**config.mk**
```make
export PLATFORM = sky130hd
export DESIGN_NAME = rsa_modexp_engine
export DESIGN_NICKNAME = d
export VERILOG_FILES = /design/src/rtl/rsa_pkg.sv /design/src/rtl/rsa_mont_mul.sv /design/src/rtl/rsa_modexp_engine.sv
export SDC_FILE = /design/constraint.sdc
export NUM_CORES = 1
export LEC_CHECK = 0
export CELL_PAD_IN_SITES_DETAIL_PLACEMENT = 2
export CELL_PAD_IN_SITES_GLOBAL_PLACEMENT = 2
export CORE_MARGIN = 5
export CORE_UTILIZATION = 43
export CTS_BUF_LIST = sky130_fd_sc_hd__clkbuf_8
export DETAILED_ROUTE_END_ITERATION = 7
export PLACE_DENSITY = 0.94
export SYNTH_ARGS = -nofsm -noshare
export SYNTH_HDL_FRONTEND = slang
export SYNTH_SLANG_ARGS = --single-unit
```
**constraint.sdc**
```tcl
create_clock -name clk -period 9.3 [get_ports clk]
set_input_delay 1.86 -clock clk [delete_from_list [all_inputs] [get_ports clk]]
set_output_delay 1.86 -clock clk [all_outputs]
set_load 0.01 [all_outputs]
```
**src/rtl/rsa_pkg.sv**
```systemverilog
// Shared types and elaboration helpers for the RSA modular-exponentiation engine.
package rsa_pkg;

  // Top-level sequencing states of the square-and-always-multiply ladder.
  typedef enum logic [2:0] {
    IDLE      = 3'd0,
    CHECK     = 3'd1,
    TO_MONT   = 3'd2,
    SQR       = 3'd3,
    MUL       = 3'd4,
    FROM_MONT = 3'd5,
    DONE      = 3'd6
  } state_e;

  // Internal phases of one Montgomery multiplication.
  typedef enum logic [1:0] {
    MM_IDLE = 2'd0,
    MM_RUN  = 2'd1,
    MM_SUB  = 2'd2
  } mm_phase_e;

  // Number of radix-2^logr digit iterations in one Montgomery multiply.
  function automatic int num_digits(input int n_bit, input int logr);
    return n_bit / logr;
  endfunction

  // Legal configuration: digits tile the modulus, modulus odd and in range.
  function automatic bit cfg_ok(input int n_bit, input int n, input int logr);
    if (logr <= 32'sd0) begin
      return 1'b0;
    end else begin
      return ((n_bit % logr) == 32'sd0) && ((n % 32'sd2) == 32'sd1) &&
             (n > 32'sd0) && (n < (32'sd1 <<< n_bit));
    end
  endfunction

  // Digit count for the default 7-bit, radix-2 configuration.
  localparam int DEF_K = num_digits(32'sd7, 32'sd1);

endpackage

```
**src/rtl/rsa_mont_mul.sv**
```systemverilog
// Radix-2^LOGR Montgomery multiplier: res = a*b*R^-1 mod N, fixed K+2 cycle latency.
// Inputs a and b must both be below N; the result is always below N.
module rsa_mont_mul
  import rsa_pkg::*;
#(
  parameter int N_BIT = 7,
  parameter int N = 79,
  parameter int LOGR = 1,
  parameter logic [LOGR-1:0] P = LOGR'(1'b1)
) (
  input  logic             clk,
  input  logic             rst_n,
  input  logic             go,
  input  logic [N_BIT-1:0] a,
  input  logic [N_BIT-1:0] b,
  output logic [N_BIT-1:0] res,
  output logic             rdy
);

  localparam int K = num_digits(N_BIT, LOGR);
  localparam int TW = N_BIT + LOGR + 1;
  localparam int CW = (K > 1) ? $clog2(K) : 1;
  localparam logic [TW-1:0] N_T = TW'(N);
  localparam logic [CW-1:0] K_LAST = CW'(K - 1);

  mm_phase_e        phase_r;
  logic [CW-1:0]    cnt_r;
  logic [N_BIT-1:0] a_r;
  logic [N_BIT-1:0] b_r;
  logic [TW-1:0]    t_r;
  logic [N_BIT-1:0] res_r;
  logic             rdy_r;

  logic [LOGR-1:0]  a_dig_s;
  logic [LOGR-1:0]  u_s;
  logic [TW-1:0]    sum1_s;
  logic [TW-1:0]    sum2_s;
  logic [TW-1:0]    t_next_s;

  // One digit step: add a_i*b, pick u to clear the low digit, add u*N, shift out.
  always_comb begin
    a_dig_s  = a_r[LOGR-1:0];
    sum1_s   = t_r + (TW'(a_dig_s) * TW'(b_r));
    u_s      = sum1_s[LOGR-1:0] * P;
    sum2_s   = sum1_s + (TW'(u_s) * N_T);
    t_next_s = sum2_s >> LOGR;
  end

  // Load, iterate K digits, then one conditional subtract producing res/rdy.
  always_ff @(posedge clk or negedge rst_n) begin
    if (!rst_n) begin
      phase_r <= MM_IDLE;
      cnt_r   <= {CW{1'b0}};
      a_r     <= {N_BIT{1'b0}};
      b_r     <= {N_BIT{1'b0}};
      t_r     <= {TW{1'b0}};
      res_r   <= {N_BIT{1'b0}};
      rdy_r   <= 1'b0;
    end else begin
      rdy_r <= 1'b0;
      case (phase_r)
        MM_IDLE: begin
          if (go) begin
            a_r     <= a;
            b_r     <= b;
            t_r     <= {TW{1'b0}};
            cnt_r   <= {CW{1'b0}};
            phase_r <= MM_RUN;
          end else begin
            phase_r <= MM_IDLE;
          end
        end
        MM_RUN: begin
          t_r <= t_next_s;
          a_r <= a_r >> LOGR;
          if (cnt_r == K_LAST) begin
            phase_r <= MM_SUB;
          end else begin
            cnt_r <= cnt_r + CW'(1'b1);
          end
        end
        MM_SUB: begin
          res_r   <= N_BIT'((t_r >= N_T) ? (t_r - N_T) : t_r);
          rdy_r   <= 1'b1;
          phase_r <= MM_IDLE;
        end
        default: begin
          phase_r <= MM_IDLE;
        end
      endcase
    end
  end

  assign res = res_r;
  assign rdy = rdy_r;

endmodule

```
**src/rtl/rsa_modexp_engine.sv**
```systemverilog
// Constant-time RSA modular exponentiation: data_out = data_in^exp_in mod N.
// Montgomery-domain square-and-always-multiply ladder; every multiply is issued
// in the same cycle the previous one reports rdy, so latency is exponent-independent.
module rsa_modexp_engine
  import rsa_pkg::*;
#(
  parameter int N_BIT = 7,
  parameter int N = 79,
  parameter int LOGR = 1,
  parameter logic [LOGR-1:0] P = LOGR'(1'b1),
  parameter int RMODN = 49,
  parameter int R2MODN = 31,
  parameter int E_BIT = 8
) (
  input  logic             clk,
  input  logic             rst_n,
  input  logic             start,
  input  logic [N_BIT-1:0] data_in,
  input  logic [E_BIT-1:0] exp_in,
  output logic [N_BIT-1:0] data_out,
  output logic             done,
  output logic             busy,
  output logic             err
);

  localparam int BW = (E_BIT > 1) ? $clog2(E_BIT) : 1;
  localparam logic [BW-1:0]    BIT_TOP  = BW'(E_BIT - 1);
  localparam logic [N_BIT-1:0] N_V      = N_BIT'(N);
  localparam logic [N_BIT-1:0] RMODN_V  = N_BIT'(RMODN);
  localparam logic [N_BIT-1:0] R2MODN_V = N_BIT'(R2MODN);
  localparam logic [N_BIT-1:0] ONE_V    = N_BIT'(1);

  if (!cfg_ok(N_BIT, N, LOGR)) begin : g_cfg_bad
    $error("rsa_modexp_engine: N_BIT must be a multiple of LOGR and N must be odd and below 2^N_BIT");
  end

  state_e           state_r;
  state_e           state_nxt_s;
  logic [N_BIT-1:0] x_r;
  logic [E_BIT-1:0] exp_r;
  logic [BW-1:0]    bit_r;
  logic [N_BIT-1:0] acc_r;
  logic [N_BIT-1:0] base_m_r;
  logic [N_BIT-1:0] data_out_r;
  logic             done_r;
  logic             busy_r;
  logic             err_r;

  logic             go_s;
  logic [N_BIT-1:0] op_a_s;
  logic [N_BIT-1:0] op_b_s;
  logic [N_BIT-1:0] mul_acc_s;
  logic [N_BIT-1:0] mm_res_s;
  logic             mm_rdy_s;

  rsa_mont_mul #(
    .N_BIT (N_BIT),
    .N     (N),
    .LOGR  (LOGR),
    .P     (P)
  ) u_mont_mul (
    .clk   (clk),
    .rst_n (rst_n),
    .go    (go_s),
    .a     (op_a_s),
    .b     (op_b_s),
    .res   (mm_res_s),
    .rdy   (mm_rdy_s)
  );

  // State register.
  always_ff @(posedge clk or negedge rst_n) begin
    if (!rst_n) begin
      state_r <= IDLE;
    end else begin
      state_r <= state_nxt_s;
    end
  end

  // Next state and multiplier operand selection; the next multiply is chained on rdy.
  always_comb begin
    state_nxt_s = state_r;
    go_s        = 1'b0;
    op_a_s      = acc_r;
    op_b_s      = acc_r;
    mul_acc_s   = exp_r[bit_r] ? mm_res_s : acc_r;
    case (state_r)
      IDLE: begin
        if (start) begin
          state_nxt_s = CHECK;
        end else begin
          state_nxt_s = IDLE;
        end
      end
      CHECK: begin
        if (x_r >= N_V) begin
          state_nxt_s = DONE;
        end else begin
          go_s        = 1'b1;
          op_a_s      = x_r;
          op_b_s      = R2MODN_V;
          state_nxt_s = TO_MONT;
        end
      end
      TO_MONT: begin
        if (mm_rdy_s) begin
          go_s        = 1'b1;
          op_a_s      = acc_r;
          op_b_s      = acc_r;
          state_nxt_s = SQR;
        end else begin
          state_nxt_s = TO_MONT;
        end
      end
      SQR: begin
        if (mm_rdy_s) begin
          go_s        = 1'b1;
          op_a_s      = mm_res_s;
          op_b_s      = base_m_r;
          state_nxt_s = MUL;
        end else begin
          state_nxt_s = SQR;
        end
      end
      MUL: begin
        if (mm_rdy_s) begin
          go_s   = 1'b1;
          op_a_s = mul_acc_s;
          if (bit_r == {BW{1'b0}}) begin
            op_b_s      = ONE_V;
            state_nxt_s = FROM_MONT;
          end else begin
            op_b_s      = mul_acc_s;
            state_nxt_s = SQR;
          end
        end else begin
          state_nxt_s = MUL;
        end
      end
      FROM_MONT: begin
        if (mm_rdy_s) begin
          state_nxt_s = DONE;
        end else begin
          state_nxt_s = FROM_MONT;
        end
      end
      DONE: begin
        state_nxt_s = IDLE;
      end
      default: begin
        state_nxt_s = IDLE;
      end
    endcase
  end

  // Operand capture, ladder accumulator, bit counter and result register.
  always_ff @(posedge clk or negedge rst_n) begin
    if (!rst_n) begin
      x_r        <= {N_BIT{1'b0}};
      exp_r      <= {E_BIT{1'b0}};
      bit_r      <= {BW{1'b0}};
      acc_r      <= {N_BIT{1'b0}};
      base_m_r   <= {N_BIT{1'b0}};
      data_out_r <= {N_BIT{1'b0}};
      err_r      <= 1'b0;
    end else begin
      case (state_r)
        IDLE: begin
          if (start) begin
            x_r   <= data_in;
            exp_r <= exp_in;
            bit_r <= BIT_TOP;
            err_r <= 1'b0;
          end
        end
        CHECK: begin
          if (x_r >= N_V) begin
            err_r      <= 1'b1;
            data_out_r <= {N_BIT{1'b0}};
          end else begin
            acc_r <= RMODN_V;
          end
        end
        TO_MONT: begin
          if (mm_rdy_s) begin
            base_m_r <= mm_res_s;
          end
        end
        SQR: begin
          if (mm_rdy_s) begin
            acc_r <= mm_res_s;
          end
        end
        MUL: begin
          if (mm_rdy_s) begin
            acc_r <= mul_acc_s;
            if (bit_r != {BW{1'b0}}) begin
              bit_r <= bit_r - BW'(1'b1);
            end
          end
        end
        FROM_MONT: begin
          if (mm_rdy_s) begin
            data_out_r <= mm_res_s;
          end
        end
        default: begin
          err_r <= err_r;
        end
      endcase
    end
  end

  // Registered status flags derived from the upcoming state.
  always_ff @(posedge clk or negedge rst_n) begin
    if (!rst_n) begin
      done_r <= 1'b0;
      busy_r <= 1'b0;
    end else begin
      done_r <= (state_nxt_s == DONE);
      busy_r <= (state_nxt_s != IDLE);
    end
  end

  assign data_out = data_out_r;
  assign done     = done_r;
  assign busy     = busy_r;
  assign err      = err_r;

endmodule

```
==> results.txt <==
* Post-synth top cells: dfrtp_1, nand2_1, o21ai_0
* Filler Cells Inserted: 1100
- Row count: 37
* Final Critical Period: 3.39 ns
- STA classifies the critical path startpoint as a register.
- Remaining Overflow, GRT: 0
- Top fanout value on the critical path: 8
- Summed over all cells, the static leakage comes to 2.19 nW.
- Mapped cell area: 0.00450 sq mm
- Overall power consumption after layout is estimated at 1.53 mW.
* Die width: 112 um
* Slew @ Worst Pin: 1.04 ns
- Max transition margin: 30.7%
- For met2 alone, demand over resource in global routing was 43.9%.
- Area leader, netlist: dfrtp_1
- Final Setup Violations: 0
- Die Ht: 112 um
* Number of antenna-violating nets in the routed design: 0
- Fraction of layout cells with a size suffix above 1: 10.4%
- Clock tree synthesis selected as its root buffer the cell clkbuf_8.
- Syn Inst Count: 448
- Clk_skew: 0.00844 ns
* Hold Slack: 0.498 ns
* Via count: 3690
- Entering global routing, the biggest net connects 81 pins.
- Using the TritonRoute via totals, the vias-per-cell ratio works out to 6.07.
- EDFF count, synth: 0
* Post-cts hold buffer count: 0
- The number of antenna diodes in the final layout is 0.
- Synthesis produced a netlist with a net count of 483.
- Antenna violations before repair: 0
- Area added between synthesis and finish: 12.9%
- The layer flagged by global routing as most heavily used is met2.
- Among all cell types in the netlist, the one instantiated most often is dfrtp_1.
- Setup Buffers After CTS: 0
- Starting density of the core: 43.8%
- The worst setup path is captured at a register.
* Highest achievable clock rate: 0.295 GHz
- The min-delay analysis places its worst path in the category reg -> reg.
- Overall Global Routing Usage: 24.9%
* Core footprint: 0.0103 sq mm
* Class of the most critical setup path: reg -> reg
- Before antenna repair, the detailed router went through 4 iterations.
* Max-cap check violation count: 0
- Drt wl/cell: 24.8 um
* Area share of the largest cell type after synthesis: 44.5%
- Port buffering added 27 buffers.
- Number of global-route vias before repair: 4208
* Clock tree from TritonCTS: done
- The first global-routing pass estimated 24400 um of wire.
* Clock buffer count from CTS: 9
* Unrepaired setup endpoints after global routing: no
* Fraction of the cycle the final worst path needs: 36.5%
* Average instance area after synthesis: 10.0 sq um
- Routability-driven placement finished with a final weighted congestion of 0.904.
* Final slew viol count: 0
- Warnings, synthesis: 0
- Sum of negative setup slack: 0 ns
- Clock network latency to the later pin of the worst-skew pair: 0.37 ns
- Max rail drop VDD: 0.122 mV
- No sink is reached through more buffers than the 2 on the longest clock path.
- Power per standard cell area: 301 mW/mm^2
- Data on the critical path is required at its endpoint by 9.58 ns.
- Number of top-level design ports: 28
- Register clock-pin slew on the reported worst setup and hold paths: 0.09 ns
- Cells fill 49.4% of the core in the end.
- Main flop type after synthesis: dfrtp_1
- In the post-synthesis netlist, the biggest area contributors are dfrtp_1, mux2_2, ha_1, o21ai_0, nand2_1.
* Met3 routing resource usage after global routing: 4.91%
- Detailed placement finished with a half-perimeter wire length of 10600 um.
* Total wire length after detailed routing: 15100 um
* Number of clock sinks: 80
- The detailed router finished its first iteration with 185 violations.
* FF+latch count, synth: 80
- Signal arrival time at the worst endpoint: 3.67 ns
- Post-route DRC violation count: 0
* Depth of the CTS H-tree: 3
* Area enclosed by the die boundary: 0.0126 sq mm
- The flow ran to the end, and the final reports show no timing, DRC or antenna violations.
* Sequential area share after synthesis: 44.5%
- Counting flops with an async set or reset pin after synthesis yields a share of 100%.
- Resized cells post-CTS: 0
- Met1 routing resource usage after global routing: 29.2%
* Number of nets in the finished design: 503
* Count of cell types in the netlist: 62
* Hold Fails Final Rpt: 0
-- power breakdown --
part	switching [mW]	internal, mW
Clock	0.140	0.157
Sequential	0.148	0.460
Combinational	0.353	0.269
-- layout by cell type (no fill, tap or decap), types with 12 or more instances in the layout --
cell type / count
inv_1: 13
xnor2_1: 12
nand2_1: 47
mux2_2: 22
nand3_1: 15
dfrtp_1: 80
clkdlybuf4s50_1: 26
ha_1: 16
o21ai_0: 37
nor2_1: 17
a21oi_1: 28
-- layout make-up --
type                    count  area, sq um  share of cell area, %
clock buffers              10          138                   2.71
clock inverters             5         81.3                   1.60
inverters                  13         48.8                  0.961
multi-input cells         336         2360                   46.5
flip-flops and latches     80         2000                   39.4
well taps                 136          170                   3.35
repair buffers             28          275                   5.42
-- sequential cells by signal (all words and copies together) (netlist names) --
name and cells:
acc_r 7, base_m_r 7, bit_r 3, busy 1, data_out 7, done 1, err 1, exp_r 8
state_r 3, u_mont_mul.a_r 7, u_mont_mul.b_r 7, u_mont_mul.cnt_r 3, u_mont_mul.phase_r 2, u_mont_mul.rdy 1, u_mont_mul.res 7, u_mont_mul.t_r 8
x_r 7
-- cell families (layout without fill, tap and decap cells) --
group           Yosys count  count (layout)  synth area share, %
compound gates          142             142                 21.1
xor+xnor                 18              18                 3.51
simple gates            129             129                 14.7
flops                    80              80                 44.5
buf+inv                  32              56                 3.06
mux                      30              30                 8.12
fa+ha+maj                17              17                 4.90
-- critical path, stage by stage, from the launching register on --
cell	delay (ns)
dfrtp_1	0.45
and2_1	0.19
ha_1	0.23
fa_1	0.26
nand3_1	0.20
a21oi_1	0.39
nor2_1	0.07
nor2_1	0.10
nor2_1	0.06
xnor2_1	0.13
ha_1	0.37
nand2_1	0.07
nor3_1	0.14
a21oi_1	0.11
a2111o_1	0.43
o211ai_1	0.11
-- stage by stage --
stage | cells | setup WS, ns | area [sq um]
2_1_floorplan | 448 | 6.18 | 4500
3_3_place_gp | 593 | 5.91 | 4860
3_5_place_dp | 593 | 5.87 | 4860
4_1_cts | 608 | 5.89 | 5080
5_1_grt | 608 | 5.58 | 5080
6_report | 608 | 5.91 | 5080
-- path summary, 6_finish.rpt --
check                                        from                end  slack (ns)  depth (start not counted)
worst max-delay path            u_mont_mul.a_r[0]  u_mont_mul.t_r[7]        5.91                         15
min in group asynchronous                   rst_n               done        1.66                          1
worst max register to register  u_mont_mul.a_r[0]  u_mont_mul.t_r[7]        5.91                         15
worst min register to register        data_out[6]        data_out[6]        0.50                          2
worst min-delay path                  data_out[6]        data_out[6]        0.50                          2
max in group asynchronous                   rst_n  u_mont_mul.b_r[6]        6.97                          1
-- routing by layer --
metal  up-vias  routed length, um
li1       1671                  -
met1      1893               6120
met2        87               7880
met3        39                521
met4         0                568
met5         -                  0
Note: power is estimated with default switching activity, not from simulation.
==> RTL change 1: new RTL, config.mk and constraints unchanged <==
Reset style: synchronous (`rst_n`), changed in 4 clocked blocks.
--- a/src/rtl/rsa_mont_mul.sv
+++ b/src/rtl/rsa_mont_mul.sv
@@ -47,7 +47,7 @@
   end
 
   // Load, iterate K digits, then one conditional subtract producing res/rdy.
-  always_ff @(posedge clk or negedge rst_n) begin
+  always_ff @(posedge clk) begin
     if (!rst_n) begin
       phase_r <= MM_IDLE;
       cnt_r   <= {CW{1'b0}};
--- a/src/rtl/rsa_modexp_engine.sv
+++ b/src/rtl/rsa_modexp_engine.sv
@@ -69,7 +69,7 @@
   );
 
   // State register.
-  always_ff @(posedge clk or negedge rst_n) begin
+  always_ff @(posedge clk) begin
     if (!rst_n) begin
       state_r <= IDLE;
     end else begin
@@ -154,7 +154,7 @@
   end
 
   // Operand capture, ladder accumulator, bit counter and result register.
-  always_ff @(posedge clk or negedge rst_n) begin
+  always_ff @(posedge clk) begin
     if (!rst_n) begin
       x_r        <= {N_BIT{1'b0}};
       exp_r      <= {E_BIT{1'b0}};
@@ -212,7 +212,7 @@
   end
 
   // Registered status flags derived from the upcoming state.
-  always_ff @(posedge clk or negedge rst_n) begin
+  always_ff @(posedge clk) begin
     if (!rst_n) begin
       done_r <= 1'b0;
       busy_r <= 1'b0;
Check against the original RTL: differs if rst_n is asserted again (counterexample within 4 cycles, from zero or initial values and one cycle with rst_n low); with rst_n held inactive, the same outputs for 10 cycles.
==> RTL change 1 against the original RTL <==
  * Core utilization fell by 1.0 points
  * Worst setup slack got worse by 0.98 ns
  * Critical endpoint is now bit_r[0]
  * Critical path depth fell by 11
  * Largest cell class unchanged
  * Clock skew fell by 0.0011 ns
  * Area after synthesis fell by 1.8%
  * Wire length grew 7.0%
  * Sequential cell count unchanged
  * Hold slack got worse by 0.033 ns
  * Cell area fell by 3.0%
  * Via count grew 12%
Power is not compared: it rests on default switching activity, and its combinational part moved more than twofold at a synthesized area within 25%.
==> RTL change 1: results (changes against the original RTL) <==
[metrics] cell types with the largest area share after synthesis: sky130_fd_sc_hd__dfxtp_1 (36%), sky130_fd_sc_hd__a21oi_1 (6.0%), sky130_fd_sc_hd__nand2_1 (5.5%)
[metrics] Final setup violation count: 0 (unchanged)
[metrics] maximum resistive drop on vdd: 71.9 uV
[metrics] outcome: finished clean
[metrics] critical path's top delay family: buffers and inverters
[metrics] final RePlAce weighted congestion: 0.890 (-1.5%)
[metrics] wire length of the first global-routing pass: 26,000 um (+6.5%)
[metrics] launch point of the worst reg-to-reg path: u_mont_mul.a_r[0]
[metrics] grt met3 use: 0.0448 (-0.00430)
[metrics] destination of the critical timing path: bit_r[0]
[metrics] first-iteration detailed-routing DRC count: 242 (+31%)
[metrics] fraction of final layout cells sized beyond drive strength 1: 0.0897 (-0.0141)
[metrics] Hold Crit Endpoint: exp_r[0]
[metrics] startpoint of the tightest hold check path: exp_r[0]
[metrics] dpl hpwl: 11,200 um (+6.3%)
[metrics] setup slack of the most critical reg-to-reg path: 5.96 ns (+0.05 ns)
[metrics] number of global-route vias before repair: 4,625 (+9.9%)
[metrics] Slowest cell on crit path: sky130_fd_sc_hd__clkdlybuf4s50_1
[metrics] Unique masters post-synth: 75 (+21%)
[metrics] average vias per placed instance: 6.18 (+1.8%)
[metrics] final hold slack: 0.465 ns (-0.0328 ns)
[metrics] signal arrival time at the worst endpoint: 4.63 ns (+0.96 ns)
[metrics] sequential share of the synthesized area: 0.363 (-0.0824)
[metrics] routed length per placed instance: 24.1 um (-3.1%)
[metrics] commonest cells in the netlist: sky130_fd_sc_hd__dfxtp_1 (80), sky130_fd_sc_hd__nand2_1 (65), sky130_fd_sc_hd__a21oi_1 (53), sky130_fd_sc_hd__nor2_1 (47), sky130_fd_sc_hd__o21ai_0 (25)
[metrics] async set or reset register ratio after synthesis: 0 (-1.00)
[metrics] Worst Setup Slack, final: 4.93 ns (-0.977 ns)
[metrics] worst setup path start: rst_n
[metrics] largest stage delay on the critical path: 0.96 ns (+0.51 ns)
[metrics] non-filler cells, final: 671 (+10%)
[metrics] synthesized netlist cell count: 519 (+16%)
[metrics] port buffer count: 27 (unchanged)
[metrics] Worst Setup Slack post-DPL: 4.62 ns (-1.25 ns)
[metrics] total routing usage reported by global routing: 0.262 (+0.0124)
[metrics] met2 usage: 0.454 (+0.0141)
[metrics] clock network latency to the later pin of the worst-skew pair: between 0.3 and 0.4 ns
[metrics] worst rel slew slack: 0.241 (-0.0654)
[metrics] largest clock skew in the final design: 0.00735 ns (-0.00109 ns)
[metrics] worst-path fanout max: 33 (+25)
[metrics] Synthesized Nets: 554 (+15%)
[metrics] Cell Count Post-Placement: 656 (+11%)
-- RTL change 1: cell types whose count changed in the layout (fill, tap and decap cells not counted), moves of 17 or more --
cell	delta
sky130_fd_sc_hd__nor2_1	+30
sky130_fd_sc_hd__dfxtp_1	+80
sky130_fd_sc_hd__mux2_2	-17
sky130_fd_sc_hd__dfrtp_1	-80
sky130_fd_sc_hd__a21oi_1	+25
sky130_fd_sc_hd__nand2_1	+18
-- RTL change 1: logic make-up after synthesis --
logic type / share of synthesized area
AO/OA/AOI/OAI: 0.259
XOR/XNOR: 0.0337
adder cells (fa/ha/maj): 0.0499
buffers and inverters: 0.0357
flip-flops: 0.363
multiplexers: 0.0459
AND/OR/NAND/NOR: 0.213
-- RTL change 1: metal layers --
metal / wire [um] / vias up / share of wire
li1: - / 1904 / -
met1: 7060 / 2108 / 0.44
met2: 8090 / 96 / 0.50
met3: 601 / 38 / 0.037
met4: 394 / 0 / 0.024
met5: 0 / - / 0
-- RTL change 1: metrics by stage --
stage | util | area (um^2)
finish | 0.484 | 4930
floorplan | - | 4410
CTS | 0.484 | 4930
global route | 0.484 | 4930
global placement | 0.466 | 4740
detailed placement | 0.466 | 4740
-- RTL change 1: final cells by class --
cell class                 count  area, um^2
fill                        1114        5260
clock buffer                  10         138
tap                          136         170
clock inverter                 5        48.8
inverter                      10        37.5
sequential                    80        1600
multi-input combinational    402        2660
timing repair buffer          28         278
-- RTL change 1: where the power goes --
group | switching, uW | total [uW] | internal [uW] | leakage, uW
logic | 62.6 | 101 | 38.4 | 0.00106
registers | 19.4 | 376 | 356 | 0.000650
clock network | 135 | 263 | 128 | 0.000103
total | 217 | 740 | 523 | 0.00182
==> RTL change 2: new RTL, same flow settings <==
Made on the original files. The parameter `E_BIT` goes from 8 to 16.
--- a/src/rtl/rsa_modexp_engine.sv
+++ b/src/rtl/rsa_modexp_engine.sv
@@ -10,7 +10,7 @@
   parameter logic [LOGR-1:0] P = LOGR'(1'b1),
   parameter int RMODN = 49,
   parameter int R2MODN = 31,
-  parameter int E_BIT = 8
+  parameter int E_BIT = 16
 ) (
   input  logic             clk,
   input  logic             rst_n,
Interface: changed (resized exp_in); port bits go from 28 to 36. No check against the original RTL was run, so the function may have changed too.
==> RTL change 2 against the original RTL <==
  * Wire length is 16% higher
  * Sequential cell count is 9 higher
  * Worst setup slack better by 0.16 ns
  * Area after synthesis is 16% higher
  * Cell area is 14% higher
  * Sequential share of layout area is 1.0 points lower
  * Power is 16% higher
  * First-iteration DRC count is 96% higher
  * Largest cell class unchanged
==> RTL change 2: results (changes against the original RTL) <==
[metrics] signal arrival time at the worst endpoint: 3.53 ns (-0.14 ns)
[metrics] commonest cells in the netlist: sky130_fd_sc_hd__dfrtp_1 (89), sky130_fd_sc_hd__nand2_1 (53), sky130_fd_sc_hd__nor2_1 (34), sky130_fd_sc_hd__a21oi_1 (32)
[metrics] Slowest cell on crit path: sky130_fd_sc_hd__dfrtp_1
[metrics] antenna fix cells: 0 (unchanged)
[metrics] maximum resistive drop on vdd: 147 uV (+20%)
[metrics] first-iteration detailed-routing DRC count: 362 (+96%)
[metrics] initial antenna violation count: 0 (unchanged)
[metrics] share of the synthesized netlist area taken by xor and xnor gates: 0.0284 (-0.00664)
[metrics] wire length of the first global-routing pass: 28,500 um (+17%)
[metrics] dpl hpwl: 13,000 um (+23%)
[metrics] largest registers in the final layout: exp_r (16), u_mont_mul.t_r (8)
[metrics] average vias per placed instance: 6.31 (+4.0%)
[metrics] Setup Buffers After CTS: 0 (unchanged)
[metrics] worst-path fanout max: 8 (unchanged)
[metrics] total routing usage reported by global routing: 0.255 (+0.00596)
[metrics] number of buffers created by CTS: 9 (unchanged)
[metrics] routed length per placed instance: 25.1 um (+1.2%)
[metrics] fraction of final layout cells sized beyond drive strength 1: 0.125 (+0.0216)
[metrics] cell types with the largest area share after synthesis: sky130_fd_sc_hd__dfrtp_1 (43%), sky130_fd_sc_hd__mux2_2 (6.4%), sky130_fd_sc_hd__nand2_1 (3.8%)
[metrics] final RePlAce weighted congestion: 0.870 (-3.7%)
[metrics] largest stage delay on the critical path: 0.47 ns (+0.02 ns)
[metrics] number of global-route vias before repair: 4,949 (+18%)
[metrics] Final Net Count: 589 (+17%)
[metrics] largest net degree at the start of global routing: 90 (+11%)
[metrics] number of synthesis warnings: 0 (unchanged)
[metrics] port buffer count: 35 (+30%)
[metrics] clock network latency to the later pin of the worst-skew pair: 0.39 ns (+0.02 ns)
[metrics] synthesized-area fraction occupied by ao, oa, aoi and oai cells: 0.205 (-0.00607)
[metrics] largest clock skew in the final design: 0.0182 ns (+0.00974 ns)
[metrics] Leak Pwr: 0.00249 uW (+14%)
[metrics] CTS H-tree lvls: 3 (unchanged)
[metrics] Synthesized Nets: 566 (+17%)
[metrics] fraction of the mapped netlist area in adder cells: 0.0396 (-0.00932)
[metrics] number of gates resized after CTS: 0 (unchanged)
[metrics] outcome: finished clean
[metrics] Unique masters post-synth: 74 (+19%)
[metrics] mux share of post-synthesis cell area: 0.0960 (+0.0148)
[metrics] fill cell count: 1,281 (+16%)
[metrics] actual slew at the worst max-slew pin: 1.17 ns (+0.132 ns)
[metrics] critical path's top delay family: compound AO/OA/AOI/OAI gates
[metrics] first-pass iteration count of the detailed router: 5 (+1)
[metrics] clock-pin transition on the worst setup and hold timing paths: 0.09 ns (about the same)
[metrics] async set or reset register ratio after synthesis: 1.00 (unchanged)
[metrics] path type of the worst min-delay path: reg2reg
[metrics] sequential share of the synthesized area: 0.425 (-0.0201)
[metrics] CTS Buffer Depth: 2 (unchanged)
[metrics] root cell of the clock tree: sky130_fd_sc_hd__clkbuf_8
## RTL change 2: cell families after synthesis
kind of cell / count (synthesis)
AND/OR/NAND/NOR: 170
flip-flops: 89
multiplexers: 46
adder cells (fa/ha/maj): 16
XOR/XNOR: 17
buffers and inverters: 39
AO/OA/AOI/OAI: 147
## RTL change 2: stage by stage
stage	area [um^2]	std cells	total power [uW]	hold slack (ns)	worst slack, ns
5_1_grt	5800	697	1890	0.532	5.86
4_1_cts	5800	697	1770	0.491	6.05
3_5_place_dp	5650	683	1530	0.473	5.88
3_3_place_gp	5650	683	1410	0.454	5.95
6_report	5800	697	1770	0.484	6.07
2_1_floorplan	5240	524	1230	0.448	6.26
## RTL change 2: layer usage
layer | GRT usage | vias to the layer above | part of all wire
li1 | - | 1975 | -
met1 | 0.319 | 2291 | 0.41
met2 | 0.441 | 116 | 0.52
met3 | 0.0641 | 16 | 0.057
met4 | 0.0630 | 0 | 0.013
met5 | 0 | - | 0
## RTL change 2: path summary, 6_finish.rpt
| path | start | end | slack [ns] | cells after the start |
|---|---|---|---|---|
| worst min-delay path | data_out[1] | data_out[1] | 0.48 | 2 |
| worst max register to register | u_mont_mul.a_r[0] | u_mont_mul.t_r[7] | 6.07 | 13 |
| worst max-delay path | u_mont_mul.a_r[0] | u_mont_mul.t_r[7] | 6.07 | 13 |
| max in group asynchronous | rst_n | u_mont_mul.cnt_r[1] | 6.87 | 1 |
| min in group asynchronous | rst_n | err | 1.68 | 1 |
| worst min register to register | data_out[1] | data_out[1] | 0.48 | 2 |
## RTL change 2: layout make-up
type / instances / area (um^2) / share of cell area
clock inverter: 5 / 27.5 / 0.00474
multi-input combinational: 396 / 2830 / 0.487
clock buffer: 9 / 124 / 0.0213
timing repair buffer: 37 / 363 / 0.0625
inverter: 14 / 52.6 / 0.00905
tap: 147 / 184 / 0.0317
sequential: 89 / 2230 / 0.384
## RTL change 2: report_power, final
part	leakage (uW)	switching (uW)	internal, uW
registers	0.00112	207	529
logic	0.00129	468	333
clock network	0.0000796	141	91.8
## RTL change 2: tightest hold or removal path: stages, from the launching register on
cell and delay, ns:
sky130_fd_sc_hd__dfrtp_1 0.35, sky130_fd_sc_hd__nand2_1 0.05, sky130_fd_sc_hd__o21ai_0 0.06
